==> src/rtl/gpmc_sync_slave.sv <==
// GPMC synchronous slave: demuxes the muxed AD bus into address/data phases,
// issues one-cycle write/read strobes and drives read data back onto the AD bus.
module gpmc_sync_slave #(
  parameter int          ADDR_W       = 16,
  parameter int          RD_TIMEOUT   = 2,
  parameter logic [15:0] TIMEOUT_DATA = 16'hDEAD
) (
  input  logic              gpmc_clk,
  input  logic              glbl_reset,
  input  logic [15:0]       gpmc_ad_in,
  output logic [15:0]       gpmc_ad_out,
  output logic              gpmc_ad_oe,
  input  logic              gpmc_advn,
  input  logic              gpmc_csn,
  input  logic              gpmc_wein,
  input  logic              gpmc_oen,
  output logic [ADDR_W-1:0] bus_addr,
  output logic              bus_wr_en,
  output logic [15:0]       bus_wr_data,
  output logic              bus_rd_en,
  input  logic [15:0]       bus_rd_data,
  input  logic              bus_rd_valid,
  output logic              bus_timeout
);

  // state    | meaning
  // IDLE     | waiting for csn & advn low (address phase)
  // ADDR     | address captured, waiting for write or read data phase
  // RD_WAIT  | read strobe issued, waiting for bus_rd_valid or timeout
  // RD_DRIVE | read data held on the AD bus until csn rises
  // DONE     | write finished, waiting for csn to rise
  localparam logic [2:0] S_IDLE     = 3'd0;
  localparam logic [2:0] S_ADDR     = 3'd1;
  localparam logic [2:0] S_RD_WAIT  = 3'd2;
  localparam logic [2:0] S_RD_DRIVE = 3'd3;
  localparam logic [2:0] S_DONE     = 3'd4;

  localparam logic [7:0] L_TIMEOUT = 8'(RD_TIMEOUT);

  logic [2:0]        r_state;
  logic [7:0]        r_cnt;
  logic              r_rd_flag;
  logic [ADDR_W-1:0] r_addr;
  logic              r_wr_en;
  logic [15:0]       r_wr_data;
  logic              r_rd_en;
  logic              r_timeout;
  logic [15:0]       r_ad_out;

  logic [15:0] w_word_addr;
  logic [7:0]  w_cnt_nxt;

  // Host drives byte addresses; the register space is word addressed.
  assign w_word_addr = {1'b0, gpmc_ad_in[15:1]};
  assign w_cnt_nxt   = r_cnt + 8'd1;

  always_ff @(posedge gpmc_clk or posedge glbl_reset) begin
    if (glbl_reset) begin
      r_state   <= S_IDLE;
      r_cnt     <= 8'd0;
      r_rd_flag <= 1'b0;
      r_addr    <= '0;
      r_wr_en   <= 1'b0;
      r_wr_data <= 16'd0;
      r_rd_en   <= 1'b0;
      r_timeout <= 1'b0;
      r_ad_out  <= 16'd0;
    end else begin
      r_wr_en   <= 1'b0;
      r_rd_en   <= 1'b0;
      r_timeout <= 1'b0;
      case (r_state)
        S_IDLE: begin
          if (!gpmc_csn && !gpmc_advn) begin
            r_addr  <= w_word_addr[ADDR_W-1:0];
            r_state <= S_ADDR;
          end
        end
        S_ADDR: begin
          if (gpmc_csn) begin
            r_state <= S_IDLE;
          end else if (!gpmc_wein) begin
            r_wr_en   <= 1'b1;
            r_wr_data <= gpmc_ad_in;
            r_state   <= S_DONE;
          end else if (!gpmc_oen) begin
            r_rd_en   <= 1'b1;
            r_cnt     <= 8'd0;
            r_rd_flag <= 1'b1;
            r_state   <= S_RD_WAIT;
          end
        end
        S_RD_WAIT: begin
          if (gpmc_csn) begin
            r_rd_flag <= 1'b0;
            r_ad_out  <= 16'd0;
            r_state   <= S_IDLE;
          end else if (bus_rd_valid) begin
            r_ad_out <= bus_rd_data;
            r_state  <= S_RD_DRIVE;
          end else if (w_cnt_nxt >= L_TIMEOUT) begin
            r_cnt     <= w_cnt_nxt;
            r_ad_out  <= TIMEOUT_DATA;
            r_timeout <= 1'b1;
            r_state   <= S_RD_DRIVE;
          end else begin
            r_cnt <= w_cnt_nxt;
          end
        end
        S_RD_DRIVE: begin
          if (gpmc_csn) begin
            r_rd_flag <= 1'b0;
            r_ad_out  <= 16'd0;
            r_state   <= S_IDLE;
          end
        end
        S_DONE: begin
          if (gpmc_csn) r_state <= S_IDLE;
        end
        default: begin
          r_rd_flag <= 1'b0;
          r_ad_out  <= 16'd0;
          r_state   <= S_IDLE;
        end
      endcase
    end
  end

  // Combinational gate so the bus is released the instant oen or csn rises.
  assign gpmc_ad_oe  = r_rd_flag & ~gpmc_oen & ~gpmc_csn;
  assign gpmc_ad_out = r_ad_out;
  assign bus_addr    = r_addr;
  assign bus_wr_en   = r_wr_en;
  assign bus_wr_data = r_wr_data;
  assign bus_rd_en   = r_rd_en;
  assign bus_timeout = r_timeout;

endmodule

==> config.mk <==
export PLATFORM = sky130hd
export DESIGN_NAME = gpmc_sync_slave
export DESIGN_NICKNAME = d
export VERILOG_FILES = /design/src/rtl/gpmc_sync_slave.sv
export SDC_FILE = /design/constraint.sdc
export NUM_CORES = 1
export LEC_CHECK = 0
export ABC_AREA = 1
export BUFFER_PORTS_ARGS = -buffer_cell sky130_fd_sc_hd__buf_2
export CELL_PAD_IN_SITES_DETAIL_PLACEMENT = 0
export CELL_PAD_IN_SITES_GLOBAL_PLACEMENT = 1
export CORE_ASPECT_RATIO = 0.8
export CORE_MARGIN = 2
export CORE_UTILIZATION = 36
export CTS_BUF_LIST = sky130_fd_sc_hd__clkbuf_8 sky130_fd_sc_hd__clkbuf_16
export CTS_CLUSTER_SIZE = 24
export DETAILED_ROUTE_END_ITERATION = 8
export HOLD_SLACK_MARGIN = 0.06
export PLACE_DENSITY_LB_ADDON = 0.1
export SETUP_SLACK_MARGIN = 0.05
export SLEW_MARGIN = 5
export SYNTH_ARGS = -nofsm -noshare
export SYNTH_HDL_FRONTEND = slang
export SYNTH_SLANG_ARGS = --single-unit
==> constraint.sdc <==
create_clock -name gpmc_clk -period 2.5 [get_ports gpmc_clk]
set_input_delay 0.625 -clock gpmc_clk [delete_from_list [all_inputs] [get_ports gpmc_clk]]
set_output_delay 0.625 -clock gpmc_clk [all_outputs]
set_load 0.005 [all_outputs]
Word-level counts from Yosys, hierarchy flattened:

Index checks and enable logic that the tools add are counted.

* add/subtract/negate cells: 1
* multiply operators: 0
* divide/modulo/power cells: 0
* order comparisons: 1
* equality and inequality tests: 15
* shift operators: 0
* multiplexer cells: 36
* bitwise operators: 7
* reduce and logical (&&, ||, !) cells: 15

Operators by type and width (number)
* $mux 16: 4
* $pmux 16 s3: 1
* $mux 8: 5
* $mux 3: 8
* $pmux 8 s2: 1
* $mux 1: 15
* $ne 2x2->1 const B: 7
* $pmux 3 s4: 1
* $add 8x1->8 const B: 1
* $ge 8x2->1 const B: 1
* $ne 4x4->1 const B: 2
* $eq 3x2->1 const B: 2
* $reduce_and 3->1: 2
* $reduce_and 6->1: 1
* $reduce_or 2->1: 3
* $not 1->1: 5
* $reduce_and 5->1: 1
* $ne 2x1->1 const B: 2
* $reduce_and 4->1: 1
* $eq 3x1->1 const B: 1
* $eq 3x3->1 const B: 1
* $logic_not 3->1: 1
* $pmux 1 s3: 1
* $reduce_or 3->1: 1
* 5 further kinds: 7

* register bits: 62
* bits in latches: 0
* memory bits (writable): 0
* ROM bits: 0
* bits of input ports: 39
* output and inout port bits: 52
* memories: 0

Longest topological paths before layout:

Gate-level depths: netlist of run 1.

* depth after elaboration: 6
* mapped depth: 12
* mapped depth without buffers: 11

Worst setup path before layout of run 1:

No wires, ideal clock.

* kind: flip-flop to flip-flop
* start point: reg r_cnt[0]
* end point: reg r_ad_out[10] (netlist: gpmc_ad_out[10])
* setup time: 117 ps
* arrival time: 1539 ps
* required time: 2383 ps
* path slack: 844 ps
* stages on the path, launching flop included: 11
* period minus slack after synthesis: 1656 ps
* cells stage by stage: dfrtp_1 > ha_1 > nand3_1 > nand2_1 > nand2_1 > nand2_1 > nor2_2 > nand4_4 > buf_2 > nand3_1 > nand2_1

* cells in the longest elaborated chain, start to end: 4

Ends and longest elaborated chain
* start, declared: line 41 `logic [7:0] r_cnt;`
* start signal, assigned: line 102 `r_cnt <= w_cnt_nxt;`
* start signal, assigned: line 107 `r_cnt <= w_cnt_nxt;`
* $add 8x1->8: line 55 `assign w_cnt_nxt = r_cnt + 8'd1;`
* $ge 8x2->1: line 101 `end else if (w_cnt_nxt >= L_TIMEOUT) begin`
* $ne 4x4->1 (no line)
* $reduce_and 3->1 (no line)
* end signal, assigned: line 99 `r_ad_out <= bus_rd_data;`
* end, declared: line 48 `logic [15:0] r_ad_out;`

Every way passes these cells.
A chain may end at the register's enable or synchronous reset.

Final worst setup path of run 1:

* start point: reg r_cnt[0]
* end point: reg r_ad_out[2] (netlist: gpmc_ad_out[2])

Same word-level chain as after synthesis.

==> results of run 1 <==
==> synth_stat cells (all sizes together) <==
master	count	share of area (%)
mux2i	1	0.36
inv	50	6.7
buf	4	1.0
o22ai	4	0.90
dfrtp	62	56
ha	2	0.90
nor3	3	0.54
o2bb2ai	1	0.31
conb	1	0.13
o21a	1	0.27
a21oi	12	2.2
nand3	27	4.8
o21bai	1	0.27
nand2	104	14
nand4	4	1.7
clkbuf	9	1.2
nor2	15	2.5
o21ai	35	6.3
==> where the power goes <==
| group | total [mW] | switching (mW) | internal, mW |
|---|---|---|---|
| Combinational | 1.12 | 0.644 | 0.477 |
| Sequential | 1.51 | 0.180 | 1.33 |
| Clock | 0.732 | 0.381 | 0.351 |
| Total | 3.36 | 1.20 | 2.16 |
==> worst paths after layout <==
| kind | from | endpoint | slack (ns) | cells past startpoint |
|---|---|---|---|---|
| worst min-delay path | glbl_reset | bus_addr[5] | 0.34 | 3 |
| worst min register to register | gpmc_ad_out[9] | gpmc_ad_out[9] | 0.46 | 2 |
| worst max register to register | r_cnt[0] | gpmc_ad_out[2] | 0.52 | 10 |
| worst max-delay path | r_cnt[0] | gpmc_ad_out[2] | 0.52 | 10 |
| max in group asynchronous | glbl_reset | gpmc_ad_out[0] | 1.88 | 3 |
| min in group gpmc_clk | gpmc_ad_out[9] | gpmc_ad_out[9] | 0.46 | 2 |
==> layout make-up <==
| class | instances | area [um2] |
|---|---|---|
| fill | 744 | 3940 |
| sequential | 62 | 1550 |
| multi-input combinational | 211 | 986 |
| timing repair buffer | 94 | 495 |
| inverter | 50 | 188 |
| tap | 105 | 131 |
| clock buffer | 9 | 124 |
| clock inverter | 7 | 42.5 |
==> metal layers <==
layer / global-route usage (%) / part of all wire [%] / vias to the layer above
met5: 0 / 0 / -
met1: 20.9 / 48 / 1075
li1: - / - / 1244
met3: 6.57 / 7.1 / 7
met4: 4.80 / 1.3 / 0
met2: 24.3 / 44 / 65
==> stage by stage <==
step           area, um2  utilization (%)  hold slack (ns)  cells  total power [mW]
4_1_cts             3520             47.1            0.350    538              3.43
3_3_place_gp        3350             44.9            0.452    522              2.66
5_1_grt             3520             47.1            0.357    538              3.69
6_report            3520             47.1            0.343    538              3.36
2_1_floorplan       2790                -            0.464    336              2.18
3_5_place_dp        3350             44.9            0.453    522              2.67
==> layout by cell type (no fill, tap or decap), drive strengths merged, types with 3 or more instances in the layout <==
cell type | Yosys | routed
o22ai | 4 | 4
inv | 50 | 51
nor3 | 3 | 3
a21oi | 12 | 12
clkinv | 0 | 4
o21ai | 35 | 35
clkbuf | 9 | 9
nand2 | 104 | 104
nand4 | 4 | 4
buf | 4 | 94
nor2 | 15 | 15
dfrtp | 62 | 62
nand3 | 27 | 27
==> cells by family (layout without fill, tap and decap cells) <==
group | count (synthesis) | count (layout) | synth area share (%)
adder cells (fa/ha/maj) | 2 | 2 | 0.898
AO/OA/AOI/OAI | 54 | 54 | 10.2
other | 1 | 1 | 0.135
flip-flops | 62 | 62 | 55.7
AND/OR/NAND/NOR | 153 | 153 | 23.8
buffers and inverters | 63 | 160 | 8.98
multiplexers | 1 | 1 | 0.359
==> flip-flops by register name, summed over array words and instances (netlist names) <==
name and count:
r_cnt 8, bus_wr_data 16, r_state 3, bus_timeout 1, gpmc_ad_out 16, bus_rd_en 1, r_rd_flag 1, bus_addr 15
bus_wr_en 1
==> worst reg2reg max path: stages, from the launching register on <==
cell	delay, ns
dfrtp_1	0.44
ha_1	0.27
nand3_1	0.16
nand2_1	0.07
nand2_1	0.08
nand2_1	0.06
nor2_2	0.16
nand4_4	0.27
nand2_4	0.26
nand2_1	0.07
nand2_1	0.07
==> flow_metrics.env, run 1 <==
export IMPL_rows=28
export IMPL_slowest_delay_ns=0.44
export IMPL_post_cts_buffers=0
export IMPL_outcome="finished clean"
export IMPL_grt_overflow_total=0
export IMPL_htree_num_levels=3
export IMPL_timing_final_hold_violations=0
export IMPL_setup_violations_final=0
export IMPL_hold_class="input pin to async pin"
export IMPL_clock_sinks=62
export IMPL_dp_slack_ns=0.532
export IMPL_cts_made_buffers=9
export IMPL_port_buffers=89
export IMPL_cts_buffer_depth=2
export IMPL_min_period_ns=1.98
export IMPL_grt_pass1_wl_mm=10.4
export IMPL_cp_data_required_time_ns=2.76
export IMPL_layout_setup_ws_ns=0.519
export IMPL_post_cts_resized=0
export IMPL_seq_area_frac_synth_pct=55.7
export IMPL_cp_common_cell="nand2_1"
export IMPL_dpl_hpwl_mm=4.39
export IMPL_crit_fanout=16
export IMPL_clkTransAtPathRegs_ns=0.07
export IMPL_hold_buffers=0
export IMPL_final_max_slew_violation_count=0
export IMPL_worstPathCellList="ha_1, nand3_1, nand2_1, nand2_1, nand2_1, nor2_2, nand4_4, nand2_4, nand2_1, nand2_1"
export IMPL_wl_per_cell_um=11.5
export IMPL_drtPass1Iterations=4
export IMPL_syn_inst=336
export IMPL_cts_tree="built"
export IMPL_ys_ff_latch=62
export IMPL_clk_insertion_delay_late_ns=0.33
export IMPL_wl_mm=6.18
export IMPL_gp_congestion=0.796
export IMPL_via_per_inst=4.44
export IMPL_ioPinCount=91
export IMPL_cp_arrival_ns=2.24
export IMPL_grt_max_degree=63
export IMPL_drt_iter0_markers=83
export IMPL_coreArea_um2=7460
export IMPL_cap_violations=0
export IMPL_powerDensity_nw_per_um2=956
export IMPL_detail_route_antenna_nets=0
export IMPL_syn_avg_cell_area_um2=8.30
export IMPL_yosys_warnings=0
export IMPL_fin_nets=469
export IMPL_cpLargestDelayFamily="simple AND/OR/NAND/NOR gates"
export IMPL_grt_pass1_vias=2266
export IMPL_ctsRootBufferMaster="clkbuf_8"
export IMPL_grt_setup_unrepaired="false"
export IMPL_finalSetupTns_ns=0
export IMPL_leakage_nw=2.06
export IMPL_crit_buf_inv=0
export IMPL_die_y_um=82.7
export IMPL_antenna_cells=0
export IMPL_end_kind="flop"
export IMPL_start_util_pct=37.4
export IMPL_synth_fp_nets=377
export IMPL_die_w_um=102
export IMPL_synthDistinctLibCells=27
export IMPL_worst_setup_path_start_kind="flop"
export IMPL_drive_above_1_share_pct=27.5
export IMPL_critPathSlowestCell="dfrtp_1"
export IMPL_skew_ns=0.00595
export IMPL_fin_crit_sh_pct=79.3
export IMPL_path_class="flop to flop"
export IMPL_drcViolationCount=0
export IMPL_vias=2391
export IMPL_fmaxAchievable_mhz=505
export IMPL_antenna_found_initial=0
export IMPL_syn_to_final_growth_pct=26.2
export IMPL_die_area_um2=8470
export IMPL_synth_cell_area_um2=2790
export IMPL_peakVddDrop_mv=0.526
export IMPL_grt_usage_pct=16.0
No activity file was read; power rests on OpenSTA's default activity.
==> run 2, diff against run 1 <==
==> constraint.sdc (replaced) <==
create_clock -name gpmc_clk -period 2 [get_ports gpmc_clk]
set_input_delay 0.5 -clock gpmc_clk [delete_from_list [all_inputs] [get_ports gpmc_clk]]
set_output_delay 0.5 -clock gpmc_clk [all_outputs]
set_load 0.005 [all_outputs]
==> run 2 against run 1 <==
  * Total power increased by 32%
  * Routed wire length increased by 1.1%
  * Clock power increased by 56%
  * Critical endpoint is now r_state[1]
  * Largest power group unchanged
==> flow_metrics.env, run 2 (synthesis gave the netlist of run 1 again) <==
export IMPL_cts_made_buffers=9
export IMPL_grt_setup_unrepaired="false"
export IMPL_setup_violations_final=0
export IMPL_detail_route_antenna_nets=0
export IMPL_slowest_delay_ns=0.42
export IMPL_fin_nets=476
export IMPL_grt_pass1_vias=2189
export IMPL_syn_to_final_growth_pct=29.9
export IMPL_outcome="finished clean"
export IMPL_crit_fanout=8
export IMPL_die_area_um2=8470
export IMPL_cts_tree="built"
export IMPL_peakVddDrop_mv=0.592
export IMPL_drt_iter0_markers=72
export IMPL_final_common_cell="nand2_1"
export IMPL_hold_class="input pin to async pin"
export IMPL_fmaxAchievable_mhz=565
export IMPL_grt_usage_pct=15.7
export IMPL_min_period_ns=1.77
export IMPL_rr_endpoint="r_state[1]"
export IMPL_drcViolationCount=0
export IMPL_antenna_found_initial=0
export IMPL_critPathSlowestCell="dfrtp_2"
export IMPL_dpl_hpwl_mm=4.54
export IMPL_grt_pass1_wl_mm=10.2
export IMPL_coreArea_um2=7460
export IMPL_timing_final_hold_violations=0
export IMPL_grt_max_degree=34
export IMPL_clkTransAtPathRegs_ns=0.07
export IMPL_htree_num_levels=3
export IMPL_cp_common_cell="nand2_1"
export IMPL_rr_startpoint="r_cnt[0]"
export IMPL_clk_insertion_delay_late_ns=0.34
export IMPL_reg2reg_depth=10
export IMPL_post_route_util_pct=48.5
export IMPL_antenna_cells=0
export IMPL_path_class="flop to flop"
export IMPL_skew_ns=0.00709
export IMPL_finalSetupTns_ns=0
export IMPL_powerDensity_nw_per_um2=1230
export IMPL_dp_slack_ns=0.169
export IMPL_r2r_slack_ns=0.23
export IMPL_max_slew_margin_pct=65.2
export IMPL_drive_above_1_share_pct=29.1
export IMPL_final_max_slew_violation_count=0
export IMPL_gp_congestion=0.809
export IMPL_endpoint="r_state[1]"
export IMPL_wl_per_cell_um=11.5
export IMPL_fin_crit_sh_pct=88.5
export IMPL_cp_arrival_ns=2.04
export IMPL_cp_data_required_time_ns=2.27
export IMPL_fin_cells=545
export IMPL_die_w_um=102
export IMPL_start_util_pct=37.4
export IMPL_rows=28
export IMPL_cp_startpoint="r_cnt[0]"
export IMPL_cap_violations=0
export IMPL_end_kind="flop"
export IMPL_die_y_um=82.7
export IMPL_vias=2404
export IMPL_drtPass1Iterations=6
export IMPL_port_buffers=89
export IMPL_layout_setup_ws_ns=0.231
export IMPL_via_per_inst=4.41
export IMPL_worst_setup_path_start_kind="flop"
export IMPL_wl_mm=6.25
export IMPL_worstPathCellList="ha_2, nand3_1, o21ai_1, nand2_1, nor2_2, nand4_4, buf_4, nand2_1, nand2_1, nand2_1"
export IMPL_most_common_layout_cells="103 x nand2_1, 89 x buf_2, 61 x dfrtp_1, 47 x inv_1, 34 x o21ai_0"
export IMPL_worst_pin_slew_ns=0.520
export IMPL_ctsRootBufferMaster="clkbuf_8"
export IMPL_ioPinCount=91
export IMPL_place_inst=524
export IMPL_clock_sinks=62
export IMPL_cts_buffer_depth=2
export IMPL_grt_overflow_total=0
export IMPL_leakage_nw=2.10
## run 2: where the power goes
part           total (mW)  switching [mW]  internal (mW)
logic                1.41           0.808          0.607
registers            1.90           0.231           1.67
clock network        1.14           0.494          0.643
## run 2: worst min-delay path by stage
stage          slack, ns               to             from
2_1_floorplan       0.46       r_state[0]       r_state[0]
3_3_place_gp        0.45  gpmc_ad_out[11]  gpmc_ad_out[11]
3_5_place_dp        0.45  gpmc_ad_out[12]  gpmc_ad_out[12]
4_1_cts             0.20      bus_addr[5]       glbl_reset
5_1_grt             0.21      bus_addr[5]       glbl_reset
6_report            0.19      bus_addr[5]       glbl_reset
## run 2: area by class of cell
| cell class | instances | area, um2 |
|---|---|---|
| clock buffer | 11 | 151 |
| clock inverter | 5 | 57.6 |
| fill | 763 | 3840 |
| inverter | 50 | 191 |
| multi-input combinational | 211 | 988 |
| sequential | 62 | 1550 |
| tap | 105 | 131 |
| timing repair buffer | 101 | 548 |
## run 2: stage by stage
stage	hold WS (ns)	power (mW)	area, um2
after floorplan	0.464	2.73	2790
after global placement	0.451	3.35	3370
after detailed placement	0.455	3.35	3370
after CTS	0.199	4.51	3580
after global routing	0.207	4.83	3620
final	0.193	4.45	3620
## run 2: critical path: cells and delay by family, from the launching register on
family,cells,cell delay [ns]
buffers and inverters,1,0.21
flip-flops,1,0.42
AND/OR/NAND/NOR,7,0.72
AO/OA/AOI/OAI,1,0.14
adder cells (fa/ha/maj),1,0.22
## run 2: timing repair
action | 4_1_cts | 5_1_grt
gates resized for setup | 0 | 2
hold endpoints to repair | 0 | 0
hold buffers | 0 | 0
endpoints found under the setup margin | 0 | 18
setup buffers | 0 | 5
## run 2: routing by layer
| metal | share of wire [%] | global-route usage, % | routed length, um |
|---|---|---|---|
| met5 | 0 | 0 | 0 |
| met4 | 0.90 | 4.00 | 56 |
| met3 | 7.7 | 6.73 | 484 |
| met2 | 43 | 22.8 | 2700 |
| met1 | 48 | 21.6 | 3010 |
==> run 3, diff against run 2 <==
--- a/config.mk
+++ b/config.mk
@@ -5,13 +5,12 @@
 export SDC_FILE = /design/constraint.sdc
 export NUM_CORES = 1
 export LEC_CHECK = 0
-export ABC_AREA = 1
 export BUFFER_PORTS_ARGS = -buffer_cell sky130_fd_sc_hd__buf_2
 export CELL_PAD_IN_SITES_DETAIL_PLACEMENT = 0
 export CELL_PAD_IN_SITES_GLOBAL_PLACEMENT = 1
 export CORE_ASPECT_RATIO = 0.8
 export CORE_MARGIN = 2
-export CORE_UTILIZATION = 36
+export CORE_UTILIZATION = 40
 export CTS_BUF_LIST = sky130_fd_sc_hd__clkbuf_8 sky130_fd_sc_hd__clkbuf_16
 export CTS_CLUSTER_SIZE = 24
 export DETAILED_ROUTE_END_ITERATION = 8
==> run 3 against run 2 <==
  * Routed wire length increased by 15%
  * Sequential share of layout area down 3.0 points
  * Critical endpoint is now gpmc_ad_out[12]
  * Clock skew hardly changed
  * Maximum frequency decreased by 5.9%
  * Non-clock buffer count rose by 10
  * Count of clock-buffer cells in the layout shrank 2
  * Critical path type unchanged
  * Sequential power down 6%
  * Utilization is 4.4 points higher
  * Total power is 6.8% lower
==> flow_metrics.env, run 3 <==
export IMPL_grt_overflow_total=0
export IMPL_rows=28
export IMPL_syn_inst=265
export IMPL_syn_to_final_growth_pct=28.6
export IMPL_fin_nets=407
export IMPL_synth_top_area_share_pct=51.3
export IMPL_die_area_um2=8280
export IMPL_yosysMostFrequentCell="dfrtp_1"
export IMPL_synth_area_leaders="dfrtp_1 51%, mux2_4 9.4%, mux2_2 4.5%, a22oi_1 4.2%, a311oi_1 3.8%"
export IMPL_antenna_found_initial=0
export IMPL_outcome="finished clean"
export IMPL_fmaxAchievable_mhz=532
export IMPL_grt_pass1_vias=2260
export IMPL_drtPass1Iterations=4
export IMPL_clk_insertion_delay_late_ns=0.34
export IMPL_drcViolationCount=0
export IMPL_cap_violations=0
export IMPL_intPower_mw=2.94
export IMPL_peakVddDrop_mv=0.410
export IMPL_wl_mm=7.17
export IMPL_setup_violations_final=0
export IMPL_hold_class="input pin to async pin"
export IMPL_cts_made_buffers=9
export IMPL_yosys_area_top_type="dfrtp_1"
export IMPL_swShare_pct=29.2
export IMPL_final_common_cell="buf_2"
export IMPL_antenna_cells=0
export IMPL_min_period_ns=1.88
export IMPL_power_frac_seq_pct=43.3
export IMPL_worst_setup_path_start_kind="flop"
export IMPL_synth_commonest_cells="62 x dfrtp_1, 26 x nor2_1, 19 x mux2_4"
export IMPL_synthDistinctLibCells=47
export IMPL_gr_usage_met2_pct=24.5
export IMPL_cts_tree="built"
export IMPL_dpl_hpwl_mm=4.98
export IMPL_end_kind="flop"
export IMPL_clkPwrFrac_pct=29.8
export IMPL_gp_congestion=0.739
export IMPL_combPwrFrac_pct=26.9
export IMPL_detail_route_antenna_nets=0
export IMPL_ctsRootBufferMaster="clkbuf_8"
export IMPL_powerDensity_nw_per_um2=1070
export IMPL_synth_edf_count=0
export IMPL_via_per_inst=5.22
export IMPL_max_slew_margin_pct=59.9
export IMPL_drt_iter0_markers=152
export IMPL_synth_top_flop_cell="dfrtp_1"
export IMPL_worstPathCellList="ha_1, and3b_1, nor4_2, o2111a_1, buf_12, a311oi_1"
export IMPL_ys_ff_latch=62
export IMPL_port_buffers=89
export IMPL_cpLargestDelayFamily="simple AND/OR/NAND/NOR gates"
export IMPL_seq_area_frac_synth_pct=51.3
export IMPL_worst_pin_slew_ns=0.597
export IMPL_p_sw_mw=1.21
export IMPL_skew_ns=0.00756
export IMPL_finalSetupTns_ns=0
export IMPL_slowest_delay_ns=0.42
export IMPL_power_mw=4.15
export IMPL_die_y_um=81.8
export IMPL_grt_usage_pct=17.8
export IMPL_grt_setup_unrepaired="false"
export IMPL_post_cts_buffers=0
export IMPL_clock_sinks=62
export IMPL_crit_fanout=13
export IMPL_start_util_pct=41.1
export IMPL_critPathSlowestCell="dfrtp_1"
export IMPL_cts_buffer_depth=2
export IMPL_path_class="flop to flop"
export IMPL_ioPinCount=91
export IMPL_use_met1_pct=26.0
export IMPL_wl_per_cell_um=15.5
export IMPL_grtUsageMet3_pct=5.36
export IMPL_grt_max_degree=63
export IMPL_fin_crit_sh_pct=94.0
export IMPL_yosys_warnings=0
export IMPL_busiest_layer="met1"
export IMPL_nFillCells=671
export IMPL_leakage_nw=1.93
export IMPL_timing_final_hold_violations=0
export IMPL_drive_above_1_share_pct=44.5
export IMPL_htree_num_levels=3
export IMPL_synth_cell_area_um2=3030
export IMPL_die_w_um=101
export IMPL_cp_data_required_time_ns=2.19
export IMPL_cp_arrival_ns=2.07
export IMPL_clkTransAtPathRegs_ns=0.08
export IMPL_ys_async_sr_fraction_pct=100
export IMPL_most_common_layout_cells="89 x buf_2, 62 x dfrtp_1, 26 x nor2_1, 19 x mux2_4, 19 x buf_4"
export IMPL_crit_buf_inv=1
export IMPL_coreArea_um2=7360
export IMPL_grt_pass1_wl_mm=11.4
export IMPL_vias=2406
export IMPL_synth_fp_nets=306
export IMPL_final_max_slew_violation_count=0
export IMPL_syn_avg_cell_area_um2=11.4
==> run 3: cells by family after synthesis <==
kind of cell             share of synthesized area [%]
XOR/XNOR                                         0.868
adder cells (fa/ha/maj)                          0.827
flip-flops                                        51.3
AND/OR/NAND/NOR                                   12.1
multiplexers                                      13.9
buffers and inverters                             5.33
AO/OA/AOI/OAI                                     15.6
other                                            0.124
==> run 3: routing by layer <==
| metal | routed length (um) | up-vias | part of all wire [%] |
|---|---|---|---|
| li1 | - | 1177 | - |
| met1 | 3620 | 1147 | 50 |
| met2 | 3030 | 77 | 42 |
| met3 | 451 | 5 | 6.3 |
| met4 | 70 | 0 | 0.98 |
| met5 | 0 | - | 0 |
==> run 3: path summary, 6_finish.rpt <==
path	startpoint	end	slack [ns]	cells past startpoint
worst min-delay path	glbl_reset	gpmc_ad_out[11]	0.25	3
worst max-delay path	r_cnt[1]	gpmc_ad_out[12]	0.12	6
worst min register to register	bus_wr_data[14]	bus_wr_data[14]	0.51	1
worst max register to register	r_cnt[1]	gpmc_ad_out[12]	0.12	6
max in group asynchronous	glbl_reset	gpmc_ad_out[15]	1.48	3
min in group gpmc_clk	bus_rd_data[6]	gpmc_ad_out[6]	0.39	3
==> run 3: power groups by stage <==
| stage | registers, mW | logic (mW) | clock network [mW] |
|---|---|---|---|
| 5_1_grt | 1.84 | 1.23 | 1.33 |
| 2_1_floorplan | 1.83 | 0.554 | 0 |
| 6_report | 1.79 | 1.12 | 1.24 |
| 4_1_cts | 1.80 | 1.12 | 1.27 |
| 3_3_place_gp | 1.81 | 1.09 | 0 |
| 3_5_place_dp | 1.82 | 1.12 | 0 |
==> run 3: timing repair <==
action | in CTS | in global routing
resized for setup | 0 | 4
hold buffers | 0 | 0
setup endpoints to repair | 0 | 16
==> run 3: final cells by class <==
| cell class | count | area (um2) | area share, % |
|---|---|---|---|
| Sequential cell | 62 | 1550 | 39.9 |
| Clock inverter | 7 | 97.6 | 2.51 |
| Multi-Input combinational cell | 176 | 1330 | 34.2 |
| Clock buffer | 9 | 124 | 3.18 |
| Tap cell | 90 | 113 | 2.89 |
| Timing Repair Buffer | 111 | 648 | 16.7 |
| Inverter | 6 | 26.3 | 0.675 |
==> run 3: worst reg2reg max path, stage by stage (launching register included) <==
cell      delay [ns]
dfrtp_1         0.42
ha_1            0.23
and3b_1         0.20
nor4_2          0.33
o2111a_1        0.30
buf_12          0.16
a311oi_1        0.10
==> run 3: metrics by stage <==
step	utilization, %	worst slack (ns)	cells	area, um2	hold WS [ns]
2_1_floorplan	-	0.127	265	3030	0.470
3_3_place_gp	49.6	0.0864	445	3650	0.484
3_5_place_dp	49.6	0.0596	445	3650	0.492
4_1_cts	52.7	0.0658	461	3870	0.247
5_1_grt	52.9	0.0361	461	3890	0.264
6_report	52.9	0.120	461	3890	0.246
